File: config.mk
export PLATFORM = sky130hd
export DESIGN_NAME = motor_ramp
export DESIGN_NICKNAME = d
export VERILOG_FILES = /design/src/rtl/motor_ramp.sv
export SDC_FILE = /design/constraint.sdc
export NUM_CORES = 1
export LEC_CHECK = 0
export CORE_MARGIN = 4
export CORE_UTILIZATION = 58
export CTS_BUF_LIST = sky130_fd_sc_hd__clkbuf_2 sky130_fd_sc_hd__clkbuf_4 sky130_fd_sc_hd__clkbuf_8
export CTS_CLUSTER_DIAMETER = 50
export DETAILED_ROUTE_END_ITERATION = 8
export GPL_ROUTABILITY_DRIVEN = 0
export PLACE_DENSITY = 0.79
export RECOVER_POWER = 50
export SETUP_SLACK_MARGIN = 0.02
export SYNTH_ARGS = -nofsm -noshare
export SYNTH_HDL_FRONTEND = slang
export SYNTH_SLANG_ARGS = --single-unit
File: constraint.sdc
create_clock -name clk -period 4.1 [get_ports clk]
set_input_delay 0.82 -clock clk [delete_from_list [all_inputs] [get_ports clk]]
set_output_delay 0.82 -clock clk [all_outputs]
set_load 0.01 [all_outputs]
File: src/rtl/motor_ramp.sv
// Slew-rate limiter and direction sequencer for the pwm duty_cycle input.
// Ramps duty by STEP per pwm tick and inserts a zero-duty dead interval before reversals.
module motor_ramp #(
    parameter int WIDTH      = 8,
    parameter int STEP       = 4,
    parameter int DEAD_TICKS = 2,
    parameter int MAX_DUTY   = 255
) (
    input  logic             clk,
    input  logic             clr,
    input  logic [WIDTH-1:0] cmd_speed,
    input  logic             cmd_dir,
    input  logic             cmd_valid,
    output logic             cmd_ready,
    input  logic             new_dc,
    input  logic             estop,
    output logic [WIDTH-1:0] duty_cycle,
    output logic             dir,
    output logic             at_target
);

    localparam int CNT_W = $clog2(DEAD_TICKS + 1);
    localparam logic [WIDTH:0]   STEP_X  = (WIDTH+1)'(STEP);
    localparam logic [WIDTH-1:0] STEP_D  = WIDTH'(STEP);
    localparam logic [WIDTH-1:0] MAX_D   = WIDTH'(MAX_DUTY);
    localparam logic [CNT_W-1:0] CNT_END = CNT_W'(DEAD_TICKS);

    typedef enum logic [2:0] {HOLD, UP, DOWN, DEAD, ESTOP} state_t;

    state_t           state, state_nxt;
    logic [WIDTH-1:0] duty_nxt, tgt, tgt_nxt, goal;
    logic             dir_nxt, tgt_dir, tgt_dir_nxt;
    logic             rev_pend, accept;
    logic [CNT_W-1:0] dead_cnt, dead_cnt_nxt;

    // Sum is formed one bit wider so a step near full scale cannot wrap.
    function automatic logic [WIDTH-1:0] step_up(input logic [WIDTH-1:0] d,
                                                 input logic [WIDTH-1:0] g);
        logic [WIDTH:0] s;
        s = {1'b0, d} + STEP_X;
        return (s > {1'b0, g}) ? g : s[WIDTH-1:0];
    endfunction

    function automatic logic [WIDTH-1:0] step_down(input logic [WIDTH-1:0] d,
                                                   input logic [WIDTH-1:0] g);
        logic [WIDTH:0] lim;
        lim = {1'b0, g} + STEP_X;
        return ({1'b0, d} >= lim) ? (d - STEP_D) : g;
    endfunction

    function automatic logic [WIDTH-1:0] clamp_tgt(input logic [WIDTH-1:0] c);
        return (c > MAX_D) ? MAX_D : c;
    endfunction

    assign cmd_ready = ((state == HOLD) || (state == UP) || (state == DOWN)) && !estop;
    assign accept    = cmd_valid && cmd_ready;
    assign at_target = (state == HOLD);
    // A zero target never flips dir, so only a non-zero target can request a reversal.
    assign rev_pend  = (tgt_dir != dir) && (tgt != '0);
    assign goal      = rev_pend ? '0 : tgt;

    always_comb begin
        state_nxt    = state;
        duty_nxt     = duty_cycle;
        dir_nxt      = dir;
        tgt_nxt      = tgt;
        tgt_dir_nxt  = tgt_dir;
        dead_cnt_nxt = dead_cnt;

        if (accept) begin
            tgt_nxt     = clamp_tgt(cmd_speed);
            tgt_dir_nxt = cmd_dir;
        end

        if (estop) begin
            state_nxt    = ESTOP;
            duty_nxt     = '0;
            dead_cnt_nxt = '0;
        end else begin
            case (state)
                HOLD, UP, DOWN: begin
                    if ((state != HOLD) && new_dc) begin
                        if (duty_cycle < goal)
                            duty_nxt = step_up(duty_cycle, goal);
                        else if (duty_cycle > goal)
                            duty_nxt = step_down(duty_cycle, goal);
                    end
                    if (rev_pend && (duty_cycle == '0))
                        state_nxt = DEAD;
                    else if (duty_cycle < goal)
                        state_nxt = UP;
                    else if (duty_cycle > goal)
                        state_nxt = DOWN;
                    else
                        state_nxt = HOLD;
                end
                DEAD: begin
                    duty_nxt = '0;
                    if (dead_cnt == CNT_END) begin
                        dir_nxt      = tgt_dir;
                        dead_cnt_nxt = '0;
                        state_nxt    = UP;
                    end else if (new_dc) begin
                        dead_cnt_nxt = dead_cnt + CNT_W'(1);
                    end
                end
                ESTOP: begin
                    tgt_nxt   = '0;
                    state_nxt = HOLD;
                end
                default: state_nxt = HOLD;
            endcase
        end
    end

    always_ff @(posedge clk or posedge clr) begin
        if (clr) begin
            state      <= HOLD;
            duty_cycle <= '0;
            dir        <= 1'b0;
            tgt        <= '0;
            tgt_dir    <= 1'b0;
            dead_cnt   <= '0;
        end else begin
            state      <= state_nxt;
            duty_cycle <= duty_nxt;
            dir        <= dir_nxt;
            tgt        <= tgt_nxt;
            tgt_dir    <= tgt_dir_nxt;
            dead_cnt   <= dead_cnt_nxt;
        end
    end

endmodule

==> results.yml <==
timing:
  max-slew-margin-rel_pct: 39.63
  slew_violations: 0
  finalWorstPathRequiredPeriod_ns: 3.220
  hold_viol: 0
  setup_repair_after_global_routing_missed_its_margin: "no"
  max_slew.worst_pin.slew_ns: 0.9046
  hold_slack_ns: 0.5450
  fin_tns_setup_ns: 0
  maxClockFrequency_ghz: 0.3106
  period_share_pct: 78.54
  worst_clock_skew_ns: 0.003134
  number_of_setup_violations_in_the_final_report: 0
cells_and_area:
  number_of_nets_at_the_end_of_the_flow: 300
  flow.area_growth_from_synthesis_pct: 14.76
  multi_input_comb_area_um2: 1430
  antenna-diode-count: 0
  sequential_cell_area_um2: 575.6
  final.fill_count: 279
  final_layout_size_suffix_gt1_share_pct: 8.397
worst_setup_path:
  worst_reg2reg_setup_slack_ns: 0.94
  path_depth: 4
  timing.critical_path.required_ns: 3.28
  number_of_buffer_and_inverter_instances_along_the_worst_setup_path: 2
  path_cells: "dlygate4sd3_1, nor2_1, and2_0, clkdlybuf4s50_1"
  crit_start: "estop"
  setup.worst_path.class: "input pin to primary output"
  highest_net_fanout_along_the_worst_path: 9
  critical-path-top-delay-family: "buffers and inverters"
  critical_path.max_stage_delay_ns: 0.65
  worst_r2r_startpoint: "duty_cycle[2]"
  slowest_stage: "sky130_fd_sc_hd__dlygate4sd3_1"
  cp.arrival_ns: 2.40
  cp-end-kind: "primary output"
  timing.reg2reg.worst_path_depth: 10
  cp-start-kind: "input pin"
synthesis:
  synth_enable_flop_cells: 0
  yosys_most_used_dff: "sky130_fd_sc_hd__dfrtp_1"
  syn_avg_cell_area_um2: 8.727
  synth_cell_type_count: 53
  netlist_area_um2: 2077
  ys_seq_area_share_pct: 27.71
  synthesis.nets: 275
  count_leader_synth: "sky130_fd_sc_hd__nand2_1"
  synth_commonest_cells: "sky130_fd_sc_hd__nand2_1 (35), sky130_fd_sc_hd__dfrtp_1 (23), sky130_fd_sc_hd__ha_1 (23)"
  synthesis.instances: 238
  ys_async_sr_fraction_pct: 100.0
  synth_warnings: 0
  yosys-top-cells-area: "sky130_fd_sc_hd__dfrtp_1 (28%), sky130_fd_sc_hd__ha_1 (14%), sky130_fd_sc_hd__nand2_1 (6.3%), sky130_fd_sc_hd__xnor2_1 (4.2%), sky130_fd_sc_hd__o21ai_0 (4.1%)"
  synth_top_area_cell: "sky130_fd_sc_hd__dfrtp_1"
  yosys.area.top_type_share_pct: 27.71
  synth-seq-cells: 23
clock_network:
  htree_num_levels: 1
  cts_tree: "built"
  clock_path_buffers: 2
  clk_pin_slew_ns: 0.13
  cts_hold_buf: 0
  worst_skew_pair.late_latency_ns: 0.32
  numClockSinks: 23
  post-cts-setup-buffer-count: 0
  clock_buffer_count_from_cts: 3
  cts_resized: 0
  clock-root-buffer: "sky130_fd_sc_hd__clkbuf_4"
routing:
  vias: 1884
  via_per_inst: 6.117
  drc_errors: 0
  dr.pass1.iters: 5
  avgRoutedWirePerCell_um: 16.58
  drt.antenna.violating_nets: 0
  totalWireLength_um: 5108
  dr.first_iter.drc_count: 114
placed_design:
  detailed_placement_wirelength_estimate_um: 4048
  buffer_ports.inserted: 24
floorplanning:
  core_area_um2: 3390
  rows: 21
  initial_core_util_pct: 61.28
  die-area_um2: 4602
  io_pins: 25
  chipHeight_um: 67.84
  die-width_um: 67.84
worst_hold_path:
  worstHoldPathType: "flop to flop"
  worstHoldStart: "dead_cnt[1]"
  worst_hold_path.num_cells: 2
grt:
  grt_start_max_net_pins: 24
  first_global_vias: 1832
  global_route.usage.total_pct: 25.15
  grt_first_pass_wirelength_um: 8576
  initial_antenna_violation_count: 0
  global_route.overflow_total: 0
flow_run:
  max_cap_violations: 0
pwr:
  leakage_nw: 1.055
  power.ir.vdd_worst_v: 0.0003960
  power.density_cell_area_nw_per_um2: 668.8
status:
  status: "complete, no violations"
-- stage by stage --
stage	cells	power, mW	setup slack (ns)	utilization, %	instance area, µm²
after floorplan	238	1.185	0.9895	-	2077
after global placement	304	1.456	0.9941	69.51	2356
after detailed placement	304	1.461	0.9556	69.51	2356
after CTS	308	1.579	0.9480	70.32	2384
after global routing	308	1.742	0.6544	70.32	2384
final	308	1.594	0.8801	70.32	2384
-- registers in the layout, summed over array words and instances, names as in the netlist --
name,count
tgt,8
dir,1
state,3
dead_cnt,2
tgt_dir,1
duty_cycle,8
-- layout by cell type (no fill, tap or decap), types with 2 or more instances in the layout --
cell	instances
sky130_fd_sc_hd__clkdlybuf4s50_1	20
sky130_fd_sc_hd__xnor2_1	10
sky130_fd_sc_hd__and2_1	2
sky130_fd_sc_hd__and4_1	2
sky130_fd_sc_hd__ha_1	23
sky130_fd_sc_hd__a21boi_0	3
sky130_fd_sc_hd__dfrtp_1	23
sky130_fd_sc_hd__nand3_1	6
sky130_fd_sc_hd__o221ai_1	4
sky130_fd_sc_hd__nor2_1	22
sky130_fd_sc_hd__clkbuf_4	3
sky130_fd_sc_hd__o21a_1	3
sky130_fd_sc_hd__nor4_1	3
sky130_fd_sc_hd__xor2_1	5
sky130_fd_sc_hd__o211ai_1	5
sky130_fd_sc_hd__a211oi_1	2
sky130_fd_sc_hd__nand4_1	2
sky130_fd_sc_hd__mux2i_1	8
sky130_fd_sc_hd__mux2_2	4
sky130_fd_sc_hd__dlygate4sd3_1	4
sky130_fd_sc_hd__nor3_1	4
sky130_fd_sc_hd__o21ai_0	17
sky130_fd_sc_hd__o21bai_1	2
sky130_fd_sc_hd__nand2_1	35
sky130_fd_sc_hd__nand3b_1	2
sky130_fd_sc_hd__nor4_2	2
sky130_fd_sc_hd__inv_1	10
sky130_fd_sc_hd__a21oi_1	5
sky130_fd_sc_hd__or2_2	2
sky130_fd_sc_hd__buf_4	2
sky130_fd_sc_hd__a32o_1	3
-- report_power, final --
| group | total [mW] | internal, mW | switching, mW | leakage, nW |
|---|---|---|---|---|
| logic | 1.12 | 0.492 | 0.629 | 0.728 |
| registers | 0.364 | 0.274 | 0.0904 | 0.309 |
| clock network | 0.109 | 0.0366 | 0.0725 | 0.0177 |
| total | 1.59 | 0.802 | 0.792 | 1.05 |
-- tightest hold or removal path, delay by kind of cell (launching register included) --
family / cells / cell delay [ns]
AOI/OAI and AO/OA: 1 / 0.05
DFF: 1 / 0.36
and+or+nand+nor: 1 / 0.10
-- area by class of cell --
class	count	area share, %
clock inverters	1	0.2100
clock buffers	3	0.9449
inverters	10	1.575
repair buffers	26	10.71
multi-input cells	199	60.00
flip-flops and latches	23	24.15
well taps	46	2.415
-- logic make-up (layout without fill, tap and decap cells) --
| family | count (synthesis) | count (layout) | share of synthesized area (%) |
|---|---|---|---|
| adders and majority gates | 23 | 23 | 13.86 |
| and+or+nand+nor | 92 | 92 | 22.05 |
| buffers and inverters | 16 | 40 | 3.433 |
| xor gates and xnor gates | 15 | 15 | 6.325 |
| AOI/OAI and AO/OA | 57 | 57 | 20.60 |
| DFF | 23 | 23 | 27.71 |
| muxes | 12 | 12 | 6.024 |
-- layer usage --
| layer | global-route usage, % | wire length (µm) | up-vias |
|---|---|---|---|
| li1 | - | - | 924 |
| met1 | 32.79 | 2260 | 876 |
| met2 | 41.68 | 2437 | 76 |
| met3 | 3.777 | 305 | 8 |
| met4 | 10.17 | 104 | 0 |
| met5 | 0 | 0 | - |
-- path summary, 6_finish.rpt --
path	to
min in group asynchronous	tgt[1]
max in group asynchronous	duty_cycle[3]
hold / removal	dead_cnt[0]
setup reg to reg	duty_cycle[0]
hold reg to reg	dead_cnt[0]
setup / recovery	cmd_ready
(Power assumes the default switching activity.)
